### src/rtl/gmii_tx_framer_if.sv
// Byte-stream handshake into the GMII transmit framer.
interface gmii_tx_framer_if;
  logic [7:0] s_data_i;
  logic       s_valid_i;
  logic       s_last_i;
  logic       s_ready_o;

  modport master (output s_data_i, s_valid_i, s_last_i, input s_ready_o);
  modport slave  (input s_data_i, s_valid_i, s_last_i, output s_ready_o);
endinterface

### src/rtl/gmii_tx_framer.sv
// GMII transmit framer: preamble, SFD, payload, optional zero pad, CRC-32 FCS, IFG.
// Define GMII_TX_PAD_EN to pad short frames to MIN_PAYLOAD bytes.
//
// state | meaning
// IDLE  | waiting for s_valid_i, outputs quiet
// PRE   | emitting 0x55 preamble bytes
// SFD   | emitting 0xD5, first payload byte accepted
// DATA  | streaming payload bytes
// PAD   | zero padding up to MIN_PAYLOAD (GMII_TX_PAD_EN only)
// FCS   | emitting the four CRC bytes, LSB first
// DRAIN | aborted frame, discarding bytes until s_last_i
// IFG   | enforced inter-frame gap
module gmii_tx_framer #(
  parameter int PREAMBLE_LEN = 7,
  parameter int MIN_PAYLOAD  = 60,
  parameter int IFG_BYTES    = 12
) (
  input  logic              clk125_i,
  input  logic              reset_n_i,
  gmii_tx_framer_if.slave   s_if,
  output logic [7:0]        Txd_o,
  output logic              Tx_en_o,
  output logic              Tx_er_o,
  output logic              busy_o,
  output logic              underrun_o,
  output logic [15:0]       frame_cnt_o
);

  typedef enum logic [2:0] {
    IDLE,
    PRE,
    SFD,
    DATA,
`ifdef GMII_TX_PAD_EN
    PAD,
`endif
    FCS,
    DRAIN,
    IFG
  } state_e;

  localparam logic [15:0] PRE_LOAD = 16'(PREAMBLE_LEN - 1);
  // Outputs lag the state by one cycle, so the first IFG cycle still carries
  // the last FCS byte; the extra count keeps IFG_BYTES truly idle cycles.
  localparam logic [15:0] IFG_LOAD = 16'(IFG_BYTES);

  state_e      state_q, state_d;
  logic [15:0] tmr_q, tmr_d;
  logic [31:0] crc_q, crc_d;
  logic [31:0] fcs;
  logic [1:0]  fcs_idx_q, fcs_idx_d;
  logic [15:0] frame_cnt_q, frame_cnt_d;
  logic [7:0]  txd_q, txd_d;
  logic        tx_en_q, tx_en_d;
  logic        tx_er_q, tx_er_d;
  logic        underrun_q, underrun_d;
`ifdef GMII_TX_PAD_EN
  localparam logic [10:0] MIN_P = 11'(MIN_PAYLOAD);
  logic [10:0] cnt_q, cnt_d, cnt_inc;
`endif

  function automatic logic [31:0] crc32_byte(input logic [31:0] c, input logic [7:0] b);
    logic [31:0] r;
    r = c ^ {24'h0, b};
    for (int i = 0; i < 8; i++) begin
      r = r[0] ? ((r >> 1) ^ 32'hEDB88320) : (r >> 1);
    end
    return r;
  endfunction

  always_comb begin
    state_d     = state_q;
    tmr_d       = tmr_q;
    crc_d       = crc_q;
    fcs_idx_d   = fcs_idx_q;
    frame_cnt_d = frame_cnt_q;
    txd_d       = 8'h00;
    tx_en_d     = 1'b0;
    tx_er_d     = 1'b0;
    underrun_d  = 1'b0;
    fcs         = ~crc_q;
`ifdef GMII_TX_PAD_EN
    cnt_d   = cnt_q;
    cnt_inc = (cnt_q == 11'h7FF) ? cnt_q : cnt_q + 11'd1;
`endif
    case (state_q)
      IDLE: begin
        if (s_if.s_valid_i) begin
          state_d   = PRE;
          tmr_d     = PRE_LOAD;
          txd_d     = 8'h55;
          tx_en_d   = 1'b1;
          crc_d     = 32'hFFFF_FFFF;
          fcs_idx_d = 2'd0;
`ifdef GMII_TX_PAD_EN
          cnt_d     = 11'd0;
`endif
        end
      end
      PRE: begin
        tx_en_d = 1'b1;
        if (tmr_q == 16'd0) begin
          txd_d   = 8'hD5;
          state_d = SFD;
        end else begin
          txd_d = 8'h55;
          tmr_d = tmr_q - 16'd1;
        end
      end
      SFD, DATA: begin
        tx_en_d = 1'b1;
        if (s_if.s_valid_i) begin
          txd_d = s_if.s_data_i;
          crc_d = crc32_byte(crc_q, s_if.s_data_i);
`ifdef GMII_TX_PAD_EN
          cnt_d = cnt_inc;
          if (s_if.s_last_i) state_d = (cnt_inc < MIN_P) ? PAD : FCS;
          else               state_d = DATA;
`else
          state_d = s_if.s_last_i ? FCS : DATA;
`endif
        end else begin
          tx_er_d    = 1'b1;
          underrun_d = 1'b1;
          state_d    = DRAIN;
        end
      end
`ifdef GMII_TX_PAD_EN
      PAD: begin
        tx_en_d = 1'b1;
        crc_d   = crc32_byte(crc_q, 8'h00);
        cnt_d   = cnt_q + 11'd1;
        if (cnt_q + 11'd1 >= MIN_P) state_d = FCS;
      end
`endif
      FCS: begin
        tx_en_d   = 1'b1;
        txd_d     = fcs[{fcs_idx_q, 3'b000} +: 8];
        fcs_idx_d = fcs_idx_q + 2'd1;
        if (fcs_idx_q == 2'd3) begin
          frame_cnt_d = frame_cnt_q + 16'd1;
          tmr_d       = IFG_LOAD;
          state_d     = IFG;
        end
      end
      DRAIN: begin
        if (s_if.s_valid_i && s_if.s_last_i) begin
          tmr_d   = IFG_LOAD;
          state_d = IFG;
        end
      end
      IFG: begin
        if (tmr_q == 16'd0) state_d = IDLE;
        else                tmr_d   = tmr_q - 16'd1;
      end
      default: state_d = IDLE;
    endcase
  end

  always_ff @(posedge clk125_i or negedge reset_n_i) begin
    if (!reset_n_i) begin
      state_q     <= IDLE;
      tmr_q       <= 16'd0;
      crc_q       <= 32'hFFFF_FFFF;
      fcs_idx_q   <= 2'd0;
      frame_cnt_q <= 16'd0;
      txd_q       <= 8'h00;
      tx_en_q     <= 1'b0;
      tx_er_q     <= 1'b0;
      underrun_q  <= 1'b0;
`ifdef GMII_TX_PAD_EN
      cnt_q       <= 11'd0;
`endif
    end else begin
      state_q     <= state_d;
      tmr_q       <= tmr_d;
      crc_q       <= crc_d;
      fcs_idx_q   <= fcs_idx_d;
      frame_cnt_q <= frame_cnt_d;
      txd_q       <= txd_d;
      tx_en_q     <= tx_en_d;
      tx_er_q     <= tx_er_d;
      underrun_q  <= underrun_d;
`ifdef GMII_TX_PAD_EN
      cnt_q       <= cnt_d;
`endif
    end
  end

  assign s_if.s_ready_o = (state_q == SFD) || (state_q == DATA) || (state_q == DRAIN);
  assign busy_o         = (state_q != IDLE);
  assign Txd_o          = txd_q;
  assign Tx_en_o        = tx_en_q;
  assign Tx_er_o        = tx_er_q;
  assign underrun_o     = underrun_q;
  assign frame_cnt_o    = frame_cnt_q;

endmodule

### src/flat_wrapper.sv
// flat-port wrapper written by rule: the top's interface ports become plain ports
module gmii_tx_framer_flat 
#(
  parameter int PREAMBLE_LEN = 7,
  parameter int MIN_PAYLOAD  = 60,
  parameter int IFG_BYTES    = 12
)
  (clk125_i, reset_n_i, Txd_o, Tx_en_o, Tx_er_o, busy_o, underrun_o, frame_cnt_o, s_if_s_data_i, s_if_s_valid_i, s_if_s_last_i, s_if_s_ready_o);
  gmii_tx_framer_if s_if_i ();
  input  logic clk125_i;
  input  logic reset_n_i;
  output logic [7:0] Txd_o;
  output logic Tx_en_o;
  output logic Tx_er_o;
  output logic busy_o;
  output logic underrun_o;
  output logic [15:0] frame_cnt_o;
  input wire logic [$bits(s_if_i.s_data_i)-1:0] s_if_s_data_i;
  input wire logic [$bits(s_if_i.s_valid_i)-1:0] s_if_s_valid_i;
  input wire logic [$bits(s_if_i.s_last_i)-1:0] s_if_s_last_i;
  output wire logic [$bits(s_if_i.s_ready_o)-1:0] s_if_s_ready_o;
  assign s_if_i.s_data_i = s_if_s_data_i;
  assign s_if_i.s_valid_i = s_if_s_valid_i;
  assign s_if_i.s_last_i = s_if_s_last_i;
  assign s_if_s_ready_o = s_if_i.s_ready_o;
  gmii_tx_framer #(.PREAMBLE_LEN(PREAMBLE_LEN), .MIN_PAYLOAD(MIN_PAYLOAD), .IFG_BYTES(IFG_BYTES)) u_core (.clk125_i(clk125_i), .reset_n_i(reset_n_i), .s_if(s_if_i), .Txd_o(Txd_o), .Tx_en_o(Tx_en_o), .Tx_er_o(Tx_er_o), .busy_o(busy_o), .underrun_o(underrun_o), .frame_cnt_o(frame_cnt_o));
endmodule
### config.mk
export PLATFORM = sky130hd
export DESIGN_NAME = gmii_tx_framer_flat
export DESIGN_NICKNAME = d
export VERILOG_FILES = /design/src/rtl/gmii_tx_framer_if.sv /design/src/rtl/gmii_tx_framer.sv /design/src/flat_wrapper.sv
export SDC_FILE = /design/constraint.sdc
export NUM_CORES = 1
export LEC_CHECK = 0
export ABC_CLOCK_PERIOD_IN_PS = 3200
export CELL_PAD_IN_SITES_DETAIL_PLACEMENT = 1
export CELL_PAD_IN_SITES_GLOBAL_PLACEMENT = 1
export CORE_ASPECT_RATIO = 0.9
export CORE_MARGIN = 4
export CORE_UTILIZATION = 30
export DETAILED_ROUTE_END_ITERATION = 8
export PLACE_DENSITY = 0.57
export SYNTH_ARGS = -nofsm -noshare
export SYNTH_HDL_FRONTEND = slang
export SYNTH_SLANG_ARGS = --single-unit
export TNS_END_PERCENT = 20
### constraint.sdc
create_clock -name clk125_i -period 3.2 [get_ports clk125_i]
set_input_delay 0.32 -clock clk125_i [delete_from_list [all_inputs] [get_ports clk125_i]]
set_output_delay 0.32 -clock clk125_i [all_outputs]
set_load 0.01 [all_outputs]
# After elaboration in Yosys (flattened, before gate mapping)
# Index checks and enable logic that the tools add are counted.
[totals]
out_inout_bits = 29
reg_bits = 79
inputBits = 12
[op_classes]
n_mux = 34
n_eq_ne = 14
reduce_logical = 17
n_bitwise = 10
shift = 1
addsub = 3
[ops]
columns = ["cell", "n"]
rows = [
  ["32-bit 2-to-1 mux", 10],
  ["13-bit inverter with 14-bit output", 8],
  ["16-bit 2-to-1 mux", 4],
  ["16-bit case mux with 4 select lines", 1],
  ["32-bit case mux with 2 select lines", 1],
  ["32-bit inverter", 1],
  ["8-bit case mux with 4 select lines", 1],
  ["32-bit by 6-bit variable part select with 8-bit output", 1],
  ["32-bit by 8-bit XOR with 32-bit output", 1],
  ["3-bit 2-to-1 mux", 7],
  ["3-bit case mux with 6 select lines", 1],
  ["16-bit by 1-bit adder with 16-bit output (second input constant)", 1],
  ["16-bit zero test", 1],
  ["8-bit 2-to-1 mux", 2],
  ["16-bit by 1-bit subtractor with 16-bit output (second input constant)", 1],
  ["5-bit AND reduction", 2],
  ["3-bit == test (second input constant)", 3],
  ["2-bit by 1-bit != test with 1-bit output (second input constant)", 4],
  ["7-bit 2-to-1 mux", 1],
  ["3-bit by 2-bit == test with 1-bit output (second input constant)", 2],
  ["2-bit != test (second input constant)", 3],
  ["2-bit case mux with 2 select lines", 1],
  ["2-bit AND reduction", 2],
  ["2-bit nonzero test", 2],
  ["other kinds (14)", 18],
]

# Longest topological paths before layout
[depth]
depth_word = 19
ltp_mapped = 9

# Worst setup path before layout
# No wires, ideal clock.
[synth_path]
kind = "flip-flop to flip-flop"
startpoint = "reg u_core.tmr_q[0]"
endpoint = "reg u_core.tmr_q[1]"
setup_slack_ns = 1.314
path_buffers = 2
arrival_time_ns = 1.799
t_required_ns = 3.113
stages_incl_launch_ff = 10
setup_time_ns = 0.087
cell_sequence = "dfrtp_1 > inv_1 > ha_1 > nor3b_1 > nand2_1 > o31ai_4 > buf_6 > buf_6 > nor3_1 > a211oi_2"
[synth_via]
elab_chain_len = 3
[synth_rtl]
columns = ["element", "line_no", "source"]
rows = [
  ["start: declaration", "gmii_tx_framer.sv:48", "logic [15:0] tmr_q, tmr_d;"],
  ["start signal: assignment", "gmii_tx_framer.sv:176", "tmr_q <= tmr_d;"],
  ["16-bit by 1-bit subtractor with 16-bit output / 16-bit zero test (equally long branches)", "n/a", ""],
  ["16-bit 2-to-1 mux / 2-bit != test (equally long branches)", "n/a", ""],
  ["16-bit case mux with 4 select lines / 5-bit AND reduction (equally long branches)", "n/a", ""],
]
# Parallel ways exist; a longest one is shown, timed or not. The select of a mux whose other input is x is not followed.
# A chain may end at the register's enable or synchronous reset.

# Final worst setup path
[layout_path]
startpoint = "reg u_core.tmr_q[1]"
endpoint = "reg u_core.tmr_q[1]"
# Same word-level chain as after synthesis.

==> metrics.yaml <==
vias_per_cell: 4.94
coreArea_mm2: 0.0149
r2r-end: "u_core.tmr_q[1]"
drc: 0
hold_violations: 0
synth_area_mm2: 0.00461
syn_inst: 438
synth_top_area_cell: "dfrtp_1"
fmax_ghz: 0.390
dp_hpwl_mm: 8.08
grt_pass1_wl_mm: 19.5
vias: 3350
max-vdd-ir-drop_mv: 0.290
drv_slew: 0
cp.required_ns: 3.46
fp.dieW_um: 139
wire_per_inst_um: 17.0
post-place-ws_ns: 0.671
grt_max_degree: 68
ctsResizeCount: 0
cts_tree: "done"
crit_chain: "inv_1 -> ha_1 -> nor3b_1 -> nand2_1 -> o31ai_4 -> o22ai_1 -> a211oi_2"
antenna_found_initial: 0
htreeDepth: 3
io_pins: 41
crit_fanout: 24
leakage_nw: 2.13
skew_ns: 0.00789
syn_nets: 453
yosysWarnings: 0
reg2reg_depth: 7
hold_slack_ns: 0.0944
clk_latency_ns: 0.34
row_count: 42
r2r_setup_slack_ns: 0.64
dieArea_mm2: 0.0174
antenna_cells: 0
cts-hold-fix-buffers: 0
ant_nets: 0
synth.most_common_cell: "nor2_1"
outcome: "completed"
first_pass_iters: 7
setup_violations: 0
p_per_area_mw_per_mm2: 1140
synth_cell_type_count: 62
cap_violations: 0
yosys-top-cells-area: "dfrtp_1 (26%), dfstp_2 (18%), xnor2_1 (8.6%), a21oi_1 (5.5%), xor2_1 (4.8%)"
grt_overflow: 0
p_total_mw: 6.26
fin_nets: 490
cts_made_buffers: 9
seq_area_frac_synth_pct: 43.8
rsz0062_at_grt: "no"
worstSetupEndpointType: "register"
portBuffers: 40
synth_common_cells: "nor2_1 (52), a21oi_1 (51), dfrtp_1 (47), xnor2_1 (45), dfstp_2 (32)"
ctsRootBufferMaster: "clkbuf_16"
post_cts_buffers: 0
setup_tns_ns: 0
worst_slew_pin_slew_ns: 0.900
areaGrowthSynthToFinish_pct: 19.6
min_period_ns: 2.56
cts_buffer_depth: 2
finish.utilization_pct: 37.0
slowest_stage: "o31ai_4"
critPathLaunchType: "register"
grt_pass1_vias: 3564
worstSetupPathType: "register to register"
fin_crit_sh_pct: 80.1
post-route-worst-setup-slack_ns: 0.638
worstPathArrival_ns: 2.82
cts.reportedPaths.clkPinSlew_ns: 0.06
start_util_pct: 31.0
ys_ff_latch: 79
syn_avg_cell_area_um2: 10.5
synth_top_area_share_pct: 25.5
relSlewSlack_pct: 40.0
clock_sinks: 79
min_path_type: "input pin to async pin"
gr-usage-all-layers_pct: 13.8
drt_first_iter_violations: 211
reg2reg_from: "u_core.tmr_q[1]"
finalWirelength_mm: 11.5
async_reset_ff_share_pct: 100
drive_above_1_share_pct: 17.9
die_h_um: 126
synth-edff-count: 0
gp_congestion: 0.756
max_stage_delay_ns: 0.82
synth_flop_cell: "dfrtp_1"
flip-flops by register name, indices dropped and copies added (netlist names):
register and cells:
u_core.frame_cnt_o 16, u_core.crc_q 32, u_core.state_q 3, u_core.Txd_o 8, u_core.fcs_idx_q 2, u_core.tmr_q 16
u_core.Tx_er_o 1, u_core.Tx_en_o 1
layout by cell type (no fill, tap or decap), drive strengths merged, types with 8 or more instances in the layout:
| cell type | instances |
|---|---|
| or4 | 8 |
| buf | 10 |
| o31ai | 8 |
| dfstp | 32 |
| clkdlybuf4s50 | 39 |
| a21oi | 51 |
| mux4 | 8 |
| nor2 | 52 |
| xor2 | 27 |
| xnor2 | 56 |
| nand2 | 28 |
| clkbuf | 14 |
| dfrtp | 47 |
| o21ai | 18 |
layer usage:
metal  share of wire, %  track usage (%)  up-vias
met3                3.2             2.60       13
met1                 49             18.9     1677
met4                1.8             5.29        0
met2                 46             21.9       49
li1                   -                -     1611
met5                  0                0        -
report_power, final:
group	switching (mW)	internal [mW]
clock network	0.409	0.610
registers	0.342	1.46
logic	1.86	1.58
worst max path at each step:
stage	startpoint	endpoint	slack, ns	cells after the start
6_report	u_core.tmr_q[1]	u_core.tmr_q[1]	0.64	7
5_1_grt	u_core.tmr_q[1]	u_core.tmr_q[1]	0.42	7
4_1_cts	u_core.tmr_q[1]	u_core.tmr_q[1]	0.66	7
3_5_place_dp	s_if_s_valid_i	u_core.tmr_q[14]	0.67	7
3_3_place_gp	s_if_s_data_i[7]	u_core.crc_q[19]	0.72	6
2_1_floorplan	u_core.tmr_q[0]	u_core.tmr_q[1]	1.31	9
layout make-up:
class / instances / area [µm²]
clock inverter: 2 / 12.5
sequential: 79 / 2020
clock buffer: 14 / 284
inverter: 7 / 26.3
tap: 198 / 248
multi-input combinational: 329 / 2460
timing repair buffer: 49 / 465
fill: 1614 / 9360
kinds of logic (layout without fill, tap and decap cells):
group	count (synthesis)	in the layout	share of synthesized area [%]
mux	11	11	4.75
xor+xnor	84	84	20.1
simple gates	127	127	13.6
fa+ha+maj	3	3	0.815
flops	79	79	43.8
buf+inv	30	72	2.93
compound gates	104	104	14.0
stage by stage:
stage / cells / cell area [µm²]
finish: 678 / 5510
global route: 678 / 5510
CTS: 678 / 5510
detailed placement: 662 / 5210
global placement: 662 / 5210
floorplan: 438 / 4610
critical path: cells and delay by family, from the launching register on:
kind,cells,cell delay (ns)
AOI/OAI and AO/OA,3,1.28
adders and majority gates,1,0.20
buffers and inverters,1,0.08
DFF,1,0.39
and+or+nand+nor,2,0.52
(Power assumes the default switching activity.)
